<file path="config.mk">
export PLATFORM = sky130hd
export DESIGN_NAME = pid_gain_tuner
export DESIGN_NICKNAME = d
export VERILOG_FILES = /design/src/rtl/pid_tuner_pkg.sv /design/src/rtl/saturating_adder_signed_unsigned.sv /design/src/rtl/pid_gain_tuner.sv
export SDC_FILE = /design/constraint.sdc
export NUM_CORES = 1
export LEC_CHECK = 0
export CAP_MARGIN = 10
export CORE_MARGIN = 2
export CORE_UTILIZATION = 60
export CTS_CLUSTER_SIZE = 40
export DETAILED_ROUTE_END_ITERATION = 16
export HOLD_SLACK_MARGIN = 0.05
export PLACE_DENSITY = 0.81
export RECOVER_POWER = 100
export SYNTH_ARGS = -nofsm -noshare
export SYNTH_HDL_FRONTEND = slang
export SYNTH_HIERARCHICAL = 1
export SYNTH_SLANG_ARGS = --single-unit
</file>
<file path="constraint.sdc">
create_clock -name clk -period 13.87 [get_ports clk]
set_input_delay 2.774 -clock clk [delete_from_list [all_inputs] [get_ports clk]]
set_output_delay 2.774 -clock clk [all_outputs]
set_load 0.01 [all_outputs]
</file>
<file path="src/rtl/pid_tuner_pkg.sv">
// pid_tuner_pkg
// Shared types for the PID gain tuner:
//   rpt_state_t   - auto-repeat FSM state (IDLE, HOLD, REPEAT)
//   step_sel_t    - which step is applied this cycle (NONE when no step)
//   step_priority - resolves several step buttons to one winner
package pid_tuner_pkg;

    typedef enum logic [1:0] {
        IDLE   = 2'd0,
        HOLD   = 2'd1,
        REPEAT = 2'd2
    } rpt_state_t;

    typedef enum logic [2:0] {
        NONE  = 3'd0,
        INC_S = 3'd1,
        INC_L = 3'd2,
        DEC_S = 3'd3,
        DEC_L = 3'd4
    } step_sel_t;

    // Bit order of the step-button vector used throughout the design.
    localparam int BTN_INC_S = 0;
    localparam int BTN_INC_L = 1;
    localparam int BTN_DEC_S = 2;
    localparam int BTN_DEC_L = 3;
    localparam int BTN_SEL   = 4;

    // inc_small > inc_large > dec_small > dec_large.
    function automatic step_sel_t step_priority(input logic [3:0] b);
        step_sel_t r;
        if (b[BTN_INC_S])      r = INC_S;
        else if (b[BTN_INC_L]) r = INC_L;
        else if (b[BTN_DEC_S]) r = DEC_S;
        else if (b[BTN_DEC_L]) r = DEC_L;
        else                   r = NONE;
        return r;
    endfunction

endpackage

</file>
<file path="src/rtl/saturating_adder_signed_unsigned.sv">
// saturating_adder_signed_unsigned
// Adds a signed offset to an unsigned value and clamps the result to
// [0, 2^A_WIDTH-1].
//   a   in  A_WIDTH  unsigned operand
//   b   in  B_WIDTH  signed offset
//   y   out A_WIDTH  clamped sum
//   sat out 1        high when the true sum lay outside the range
module saturating_adder_signed_unsigned #(
    parameter int A_WIDTH = 16,
    parameter int B_WIDTH = 32
) (
    input  logic [A_WIDTH-1:0]        a,
    input  logic signed [B_WIDTH-1:0] b,
    output logic [A_WIDTH-1:0]        y,
    output logic                      sat
);

    // Two guard bits: one for the sign, one for the carry.
    localparam int S_W = ((A_WIDTH > B_WIDTH) ? A_WIDTH : B_WIDTH) + 2;
    localparam logic signed [S_W-1:0] MAX_VAL =
        $signed({{(S_W-A_WIDTH){1'b0}}, {A_WIDTH{1'b1}}});

    logic signed [S_W-1:0] a_ext;
    logic signed [S_W-1:0] b_ext;
    logic signed [S_W-1:0] sum;

    always_comb begin
        a_ext = $signed({{(S_W-A_WIDTH){1'b0}}, a});
        b_ext = $signed({{(S_W-B_WIDTH){b[B_WIDTH-1]}}, b});
        sum   = a_ext + b_ext;
        if (sum < 0) begin
            y   = '0;
            sat = 1'b1;
        end else if (sum > MAX_VAL) begin
            y   = '1;
            sat = 1'b1;
        end else begin
            y   = sum[A_WIDTH-1:0];
            sat = 1'b0;
        end
    end

endmodule

</file>
<file path="src/rtl/pid_gain_tuner.sv">
// pid_gain_tuner
// Button-driven editor for a bank of unsigned PID gains with press
// detection, priority resolution, hold-to-repeat and saturation.
//   clk            in   system clock
//   reset          in   asynchronous active-low reset
//   btn_inc_small, btn_inc_large, btn_dec_small, btn_dec_large
//                  in   debounced step buttons (high = pressed)
//   btn_sel        in   debounced select button, advances sel
//   load_default   in   level, forces DEFAULT_GAINS
//   lock           in   level, freezes all editing
//   gains          out  packed gains, gain i at [i*GAIN_WIDTH +: GAIN_WIDTH]
//   sel            out  selected gain index
//   gain_updated   out  pulse with the first cycle of a changed gain value
//   sat            out  pulse when a step was clipped
//   fsm_state      out  repeat FSM state (rpt_state_t encoding)
//
// Handshake: none; every input is a level sampled on each rising clk edge
// and every output is registered and valid for the whole following cycle.
module pid_gain_tuner
    import pid_tuner_pkg::*;
#(
    parameter int N_GAINS       = 3,
    parameter int GAIN_WIDTH    = 16,
    parameter int SMALL_STEP    = 10,
    parameter int LARGE_STEP    = 100,
    parameter int REPEAT_DELAY  = 50_000_000,
    parameter int REPEAT_PERIOD = 10_000_000,
    parameter logic [N_GAINS*GAIN_WIDTH-1:0] DEFAULT_GAINS = '0,
    localparam int SEL_W = (N_GAINS > 1) ? $clog2(N_GAINS) : 1
) (
    input  logic                          clk,
    input  logic                          reset,
    input  logic                          btn_inc_small,
    input  logic                          btn_inc_large,
    input  logic                          btn_dec_small,
    input  logic                          btn_dec_large,
    input  logic                          btn_sel,
    input  logic                          load_default,
    input  logic                          lock,
    output logic [N_GAINS*GAIN_WIDTH-1:0] gains,
    output logic [SEL_W-1:0]              sel,
    output logic                          gain_updated,
    output logic                          sat,
    output logic [1:0]                    fsm_state
);

    localparam int CNT_MAX = (REPEAT_DELAY > REPEAT_PERIOD) ? REPEAT_DELAY : REPEAT_PERIOD;
    localparam int CNT_W   = $clog2(CNT_MAX + 1);
    localparam logic [CNT_W-1:0] DELAY_LAST  = CNT_W'(REPEAT_DELAY - 1);
    localparam logic [CNT_W-1:0] PERIOD_LAST = CNT_W'(REPEAT_PERIOD - 1);
    localparam logic [SEL_W-1:0] SEL_LAST    = SEL_W'(N_GAINS - 1);
    localparam logic signed [31:0] D_SMALL = 32'(SMALL_STEP);
    localparam logic signed [31:0] D_LARGE = 32'(LARGE_STEP);

    // ---------------------------------------------------------------
    // Button capture and press detection
    // ---------------------------------------------------------------
    logic [4:0] btn;
    logic [4:0] btn_q;
    logic [4:0] armed;
    logic [4:0] press;
    logic [4:0] held;
    logic       blocked;

    assign btn     = {btn_sel, btn_dec_large, btn_dec_small, btn_inc_large, btn_inc_small};
    assign blocked = lock | load_default;

    // A button is armed once it has been seen released while editing is
    // allowed. Buttons held across reset, lock or load_default stay
    // disarmed until released, so they never produce a spurious press.
    assign press = btn & ~btn_q & armed;
    assign held  = btn & armed;

    always_ff @(posedge clk or negedge reset) begin
        if (!reset) begin
            btn_q <= '0;
            armed <= '0;
        end else begin
            btn_q <= btn;
            armed <= ~btn | (armed & {5{~blocked}});
        end
    end

    step_sel_t press_win;
    step_sel_t held_win;
    logic      sel_press;

    assign press_win = step_priority(press[3:0]);
    assign held_win  = step_priority(held[3:0]);
    assign sel_press = press[BTN_SEL] & ~blocked;

    // ---------------------------------------------------------------
    // Selection
    // ---------------------------------------------------------------
    logic [SEL_W-1:0] sel_next;
    logic             sel_change;

    always_comb begin
        sel_next = sel;
        if (sel_press) begin
            sel_next = (sel == SEL_LAST) ? '0 : sel + SEL_W'(1);
        end
    end

    assign sel_change = (sel_next != sel);

    // ---------------------------------------------------------------
    // Repeat FSM: state register / next state / outputs
    // ---------------------------------------------------------------
    rpt_state_t       state;
    rpt_state_t       state_next;
    step_sel_t        win_q;
    step_sel_t        win_next;
    logic [CNT_W-1:0] cnt;
    logic [CNT_W-1:0] cnt_next;
    logic             count_done;
    step_sel_t        step_kind;

    assign count_done = ((state == HOLD)   && (cnt == DELAY_LAST)) ||
                        ((state == REPEAT) && (cnt == PERIOD_LAST));

    always_ff @(posedge clk or negedge reset) begin
        if (!reset) begin
            state <= IDLE;
            win_q <= NONE;
            cnt   <= '0;
        end else begin
            state <= state_next;
            win_q <= win_next;
            cnt   <= cnt_next;
        end
    end

    always_comb begin
        state_next = state;
        win_next   = win_q;
        cnt_next   = cnt;
        if (blocked) begin
            state_next = IDLE;
            win_next   = NONE;
            cnt_next   = '0;
        end else begin
            case (state)
                IDLE: begin
                    if (press_win != NONE) begin
                        state_next = HOLD;
                        win_next   = press_win;
                        cnt_next   = '0;
                    end
                end
                HOLD, REPEAT: begin
                    if (held_win == NONE) begin
                        state_next = IDLE;
                        win_next   = NONE;
                        cnt_next   = '0;
                    end else if (held_win != win_q) begin
                        // New winner (release or takeover): restart as a fresh press.
                        state_next = HOLD;
                        win_next   = held_win;
                        cnt_next   = '0;
                    end else if (count_done) begin
                        state_next = REPEAT;
                        cnt_next   = '0;
                    end else begin
                        cnt_next = cnt + CNT_W'(1);
                    end
                end
                default: begin
                    state_next = IDLE;
                    win_next   = NONE;
                    cnt_next   = '0;
                end
            endcase
            if (sel_change) begin
                state_next = IDLE;
                win_next   = NONE;
                cnt_next   = '0;
            end
        end
    end

    always_comb begin
        step_kind = NONE;
        if (!blocked) begin
            case (state)
                IDLE: step_kind = press_win;
                HOLD, REPEAT: begin
                    if (held_win != NONE && held_win != win_q) begin
                        step_kind = held_win;
                    end else if (held_win != NONE && count_done) begin
                        step_kind = win_q;
                    end
                end
                default: step_kind = NONE;
            endcase
        end
    end

    assign fsm_state = state;

    // ---------------------------------------------------------------
    // Datapath: one adder on the selected gain
    // ---------------------------------------------------------------
    logic [GAIN_WIDTH-1:0]         cur_gain;
    logic [GAIN_WIDTH-1:0]         new_gain;
    logic signed [31:0]            delta;
    logic                          add_sat;
    logic [N_GAINS*GAIN_WIDTH-1:0] gains_next;
    logic                          sat_next;
    logic                          upd_next;

    assign cur_gain = gains[sel*GAIN_WIDTH +: GAIN_WIDTH];

    always_comb begin
        case (step_kind)
            INC_S:   delta = D_SMALL;
            INC_L:   delta = D_LARGE;
            DEC_S:   delta = -D_SMALL;
            DEC_L:   delta = -D_LARGE;
            default: delta = '0;
        endcase
    end

    saturating_adder_signed_unsigned #(
        .A_WIDTH(GAIN_WIDTH),
        .B_WIDTH(32)
    ) u_adder (
        .a   (cur_gain),
        .b   (delta),
        .y   (new_gain),
        .sat (add_sat)
    );

    always_comb begin
        gains_next = gains;
        if (load_default) begin
            gains_next = DEFAULT_GAINS;
        end else if (step_kind != NONE) begin
            gains_next[sel*GAIN_WIDTH +: GAIN_WIDTH] = new_gain;
        end
    end

    // step_kind is NONE whenever load_default is high, so sat is a step-only event.
    assign sat_next = (step_kind != NONE) & add_sat;
    assign upd_next = (gains_next != gains);

    always_ff @(posedge clk or negedge reset) begin
        if (!reset) begin
            gains        <= DEFAULT_GAINS;
            sel          <= '0;
            gain_updated <= 1'b0;
            sat          <= 1'b0;
        end else begin
            gains        <= gains_next;
            sel          <= sel_next;
            gain_updated <= upd_next;
            sat          <= sat_next;
        end
    end

endmodule

</file>
==> results.toml <==
[place]
portBuffers = 62
dp_hpwl_mm = 19.85
postPlaceCellArea_um2 = 8732
place.gp.congestion = 1.099
post-place-ws_ns = 2.466

[worst_setup_path]
critPathMaxFanout = 27
slowest_delay_ns = 0.80
cp-end-kind = "register"
cp_common_cell = "o22ai_1"
arrival_ns = 12.03
critical_path_class = "in2reg"
cpLargestDelayFamily = "compound AO/OA/AOI/OAI gates"
worst-path-buf-inv = 2
critPathRequiredTime_ns = 14.08
cp_slowest_cell = "a41oi_1"
crit_path_start_kind = "input pin"
crit_chain = "dlygate4sd3_1 > a222oi_1 > mux2_4 > a311oi_1 > a2bb2oi_1 > nand3b_1 > nand2_1 > o2bb2ai_4 > ha_1 > a211oi_2 > nand3b_2 > a21boi_4 > o22ai_1 > or4_1 > or4_2 > nor4_4 > a41oi_1 > inv_1 > o22ai_1 > o311ai_0 > nand4_1 > a2111oi_0 > o22a_1 > o221ai_1"

[yosys]
synth_edf_count = 0
netlist_area_um2 = 8046
yosysTopAreaCell = "dfrtp_1"
yosysMostFrequentCell = "nand2_1"
seq_area_frac_synth_pct = 28.92
synthTopCellsByArea = "dfrtp_1 (29%), nand2_1 (7.9%), mux2i_1 (5.6%)"
synth.top_cells.by_count = "nand2_1 (170), dfrtp_1 (93), nor2_1 (53), mux2i_1 (45)"
synth-seq-cells = 93
avgSynthCellArea_um2 = 8.321
yosys.cell_types.count = 98
synth_top_area_share_pct = 28.92
synthesis.nets = 1003
synth_cells = 967
ys.flop_type = "dfrtp_1"
yosys_warnings = 6
synth-async-reset-ratio_pct = 100.0

[die]
start_util_pct = 61.00
die_h_um = 119.8
design.core.area_um2 = 13190
die_area_um2 = 14350
die_w_um = 119.8
fp-row-count = 42
io-pin-count = 63

[sta]
setup_ws_ns = 2.050
fmax_ghz = 0.08460
rsz0062_at_grt = "false"
setup_tns_ns = 0
hold_violations = 0
fin_crit_sh_pct = 85.22
hold_ws_ns = 0.5063
clock_skew_ns = 0.007786
drv_slew = 118
finalSetupViolCount = 0
worst_pin_slew_ns = 2.963
slew_headroom_pct = -97.56
layout_min_cycle_time_ns = 11.82

[global_routing]
grt_pass1_vias = 7577
grt_first_pass_wirelength_mm = 43.00
grt_usage_pct = 38.67
antenna_found_initial = 1
grt-ovfl-total = 0
grt_max_degree = 83

[power_and_ir_drop]
p_leak_nw = 3.921
power_density_nw_per_um2 = 114.5
p_sw_share_pct = 45.75
peakVddDrop_v = 0.00009287
p_int_mw = 0.5499
power_frac_comb_pct = 46.0
switchingPower_mw = 0.4636
seqPwrFrac_pct = 30.4
clockPowerShare_pct = 23.6

[cts]
cts_resized = 0
cts_tree = "built"
cts_buffer_depth = 2
numCtsBuffers = 9
cts_hold_buf = 0
clock-root-buffer = "clkbuf_16"
numClockSinks = 93
path_clk_slew_ns = 0.07
post_cts_buffers = 0
worstSkewPairLatency_ns = 0.36
htreeDepth = 3

[outcome]
status = "complete, but fails checks"
violations = "capacitance limit, slew limit"

[route]
wl_per_cell_um = 23.34
ant_nets = 0
dr.pass1.iters = 8
via_count = 8162
vias_per_cell = 6.894
drcViolationCount = 0
drt_wl_total_mm = 27.64
drt_iter0_drc = 1282

[final_layout]
drive_gt1_share_pct = 5.065
fin_area_um2 = 8855
syn_to_final_growth_pct = 10.05
fin_nets = 1038

[run]
drv_cap = 3

[hold_path]
min_path_type = "reg2reg"
[sequential cells by signal, indices dropped and copies added, names as in the netlist]
name          cells
gains            48
cnt              26
armed             5
btn_q             5
win_q             3
fsm_state         2
sel               2
gain_updated      1
sat               1
[layout by cell type, fill, tap and decap left out, types with 18 or more instances in the layout]
cell type / instances
xor2_1: 19
dlygate4sd3_1: 59
nand2_1: 170
o21ai_0: 48
nand3_1: 42
a21oi_1: 39
nand4_1: 22
mux2i_1: 45
ha_1: 26
o22ai_1: 18
nor2_1: 53
dfrtp_1: 93
inv_1: 37
[metal layers]
layer  part of all wire (%)  track usage, %
met5                      0           2.206
met2                     44           57.14
met4                    4.2           16.84
met3                     11           9.696
met1                     41           53.59
[cell type report]
cell class,count,area [um^2]
inverter,37,138.9
timing repair buffer,75,689.4
multi-input combinational,786,5202
antenna,1,2.502
sequential,93,2327
tap,176,220.2
clock inverter,6,45.04
fill,1152,4335
clock buffer,10,229.0
[logic make-up (layout without fill, tap and decap cells)]
| logic type | after synthesis | after routing | share of synthesized area, % |
|---|---|---|---|
| adders and majority gates | 27 | 27 | 4.292 |
| and+or+nand+nor | 418 | 418 | 26.45 |
| buffers and inverters | 88 | 128 | 5.458 |
| AOI/OAI and AO/OA | 258 | 258 | 24.74 |
| muxes | 54 | 54 | 7.044 |
| other | 1 | 2 | 0.04660 |
| DFF | 93 | 93 | 28.92 |
| xor gates and xnor gates | 28 | 28 | 3.048 |
[power groups by stage]
stage / clock network, mW / registers (mW) / logic [mW]
floorplan: 0 / 0.303 / 0.312
global placement: 0 / 0.312 / 0.461
detailed placement: 0 / 0.313 / 0.458
CTS: 0.239 / 0.307 / 0.461
global route: 0.249 / 0.310 / 0.486
finish: 0.239 / 0.309 / 0.466
[final timing paths]
kind	from	end	slack (ns)	depth (start not counted)
min in group asynchronous	reset	cnt[15]	3.03	1
worst max register to register	fsm_state[0]	gain_updated	4.62	25
worst min-delay path	cnt[3]	cnt[3]	0.51	1
worst min register to register	cnt[3]	cnt[3]	0.51	1
worst max-delay path	btn_inc_small	gain_updated	2.05	24
max in group asynchronous	reset	gains[25]	7.16	2
[through the flow]
stage                     util, %  total power, mW  instances
final                       67.13            1.014       1184
after global placement      66.20           0.7735       1167
after global routing        67.11            1.045       1183
after floorplan                 -           0.6152        967
after detailed placement    66.20           0.7702       1167
after CTS                   68.28            1.007       1183
(Power assumes the default switching activity.)
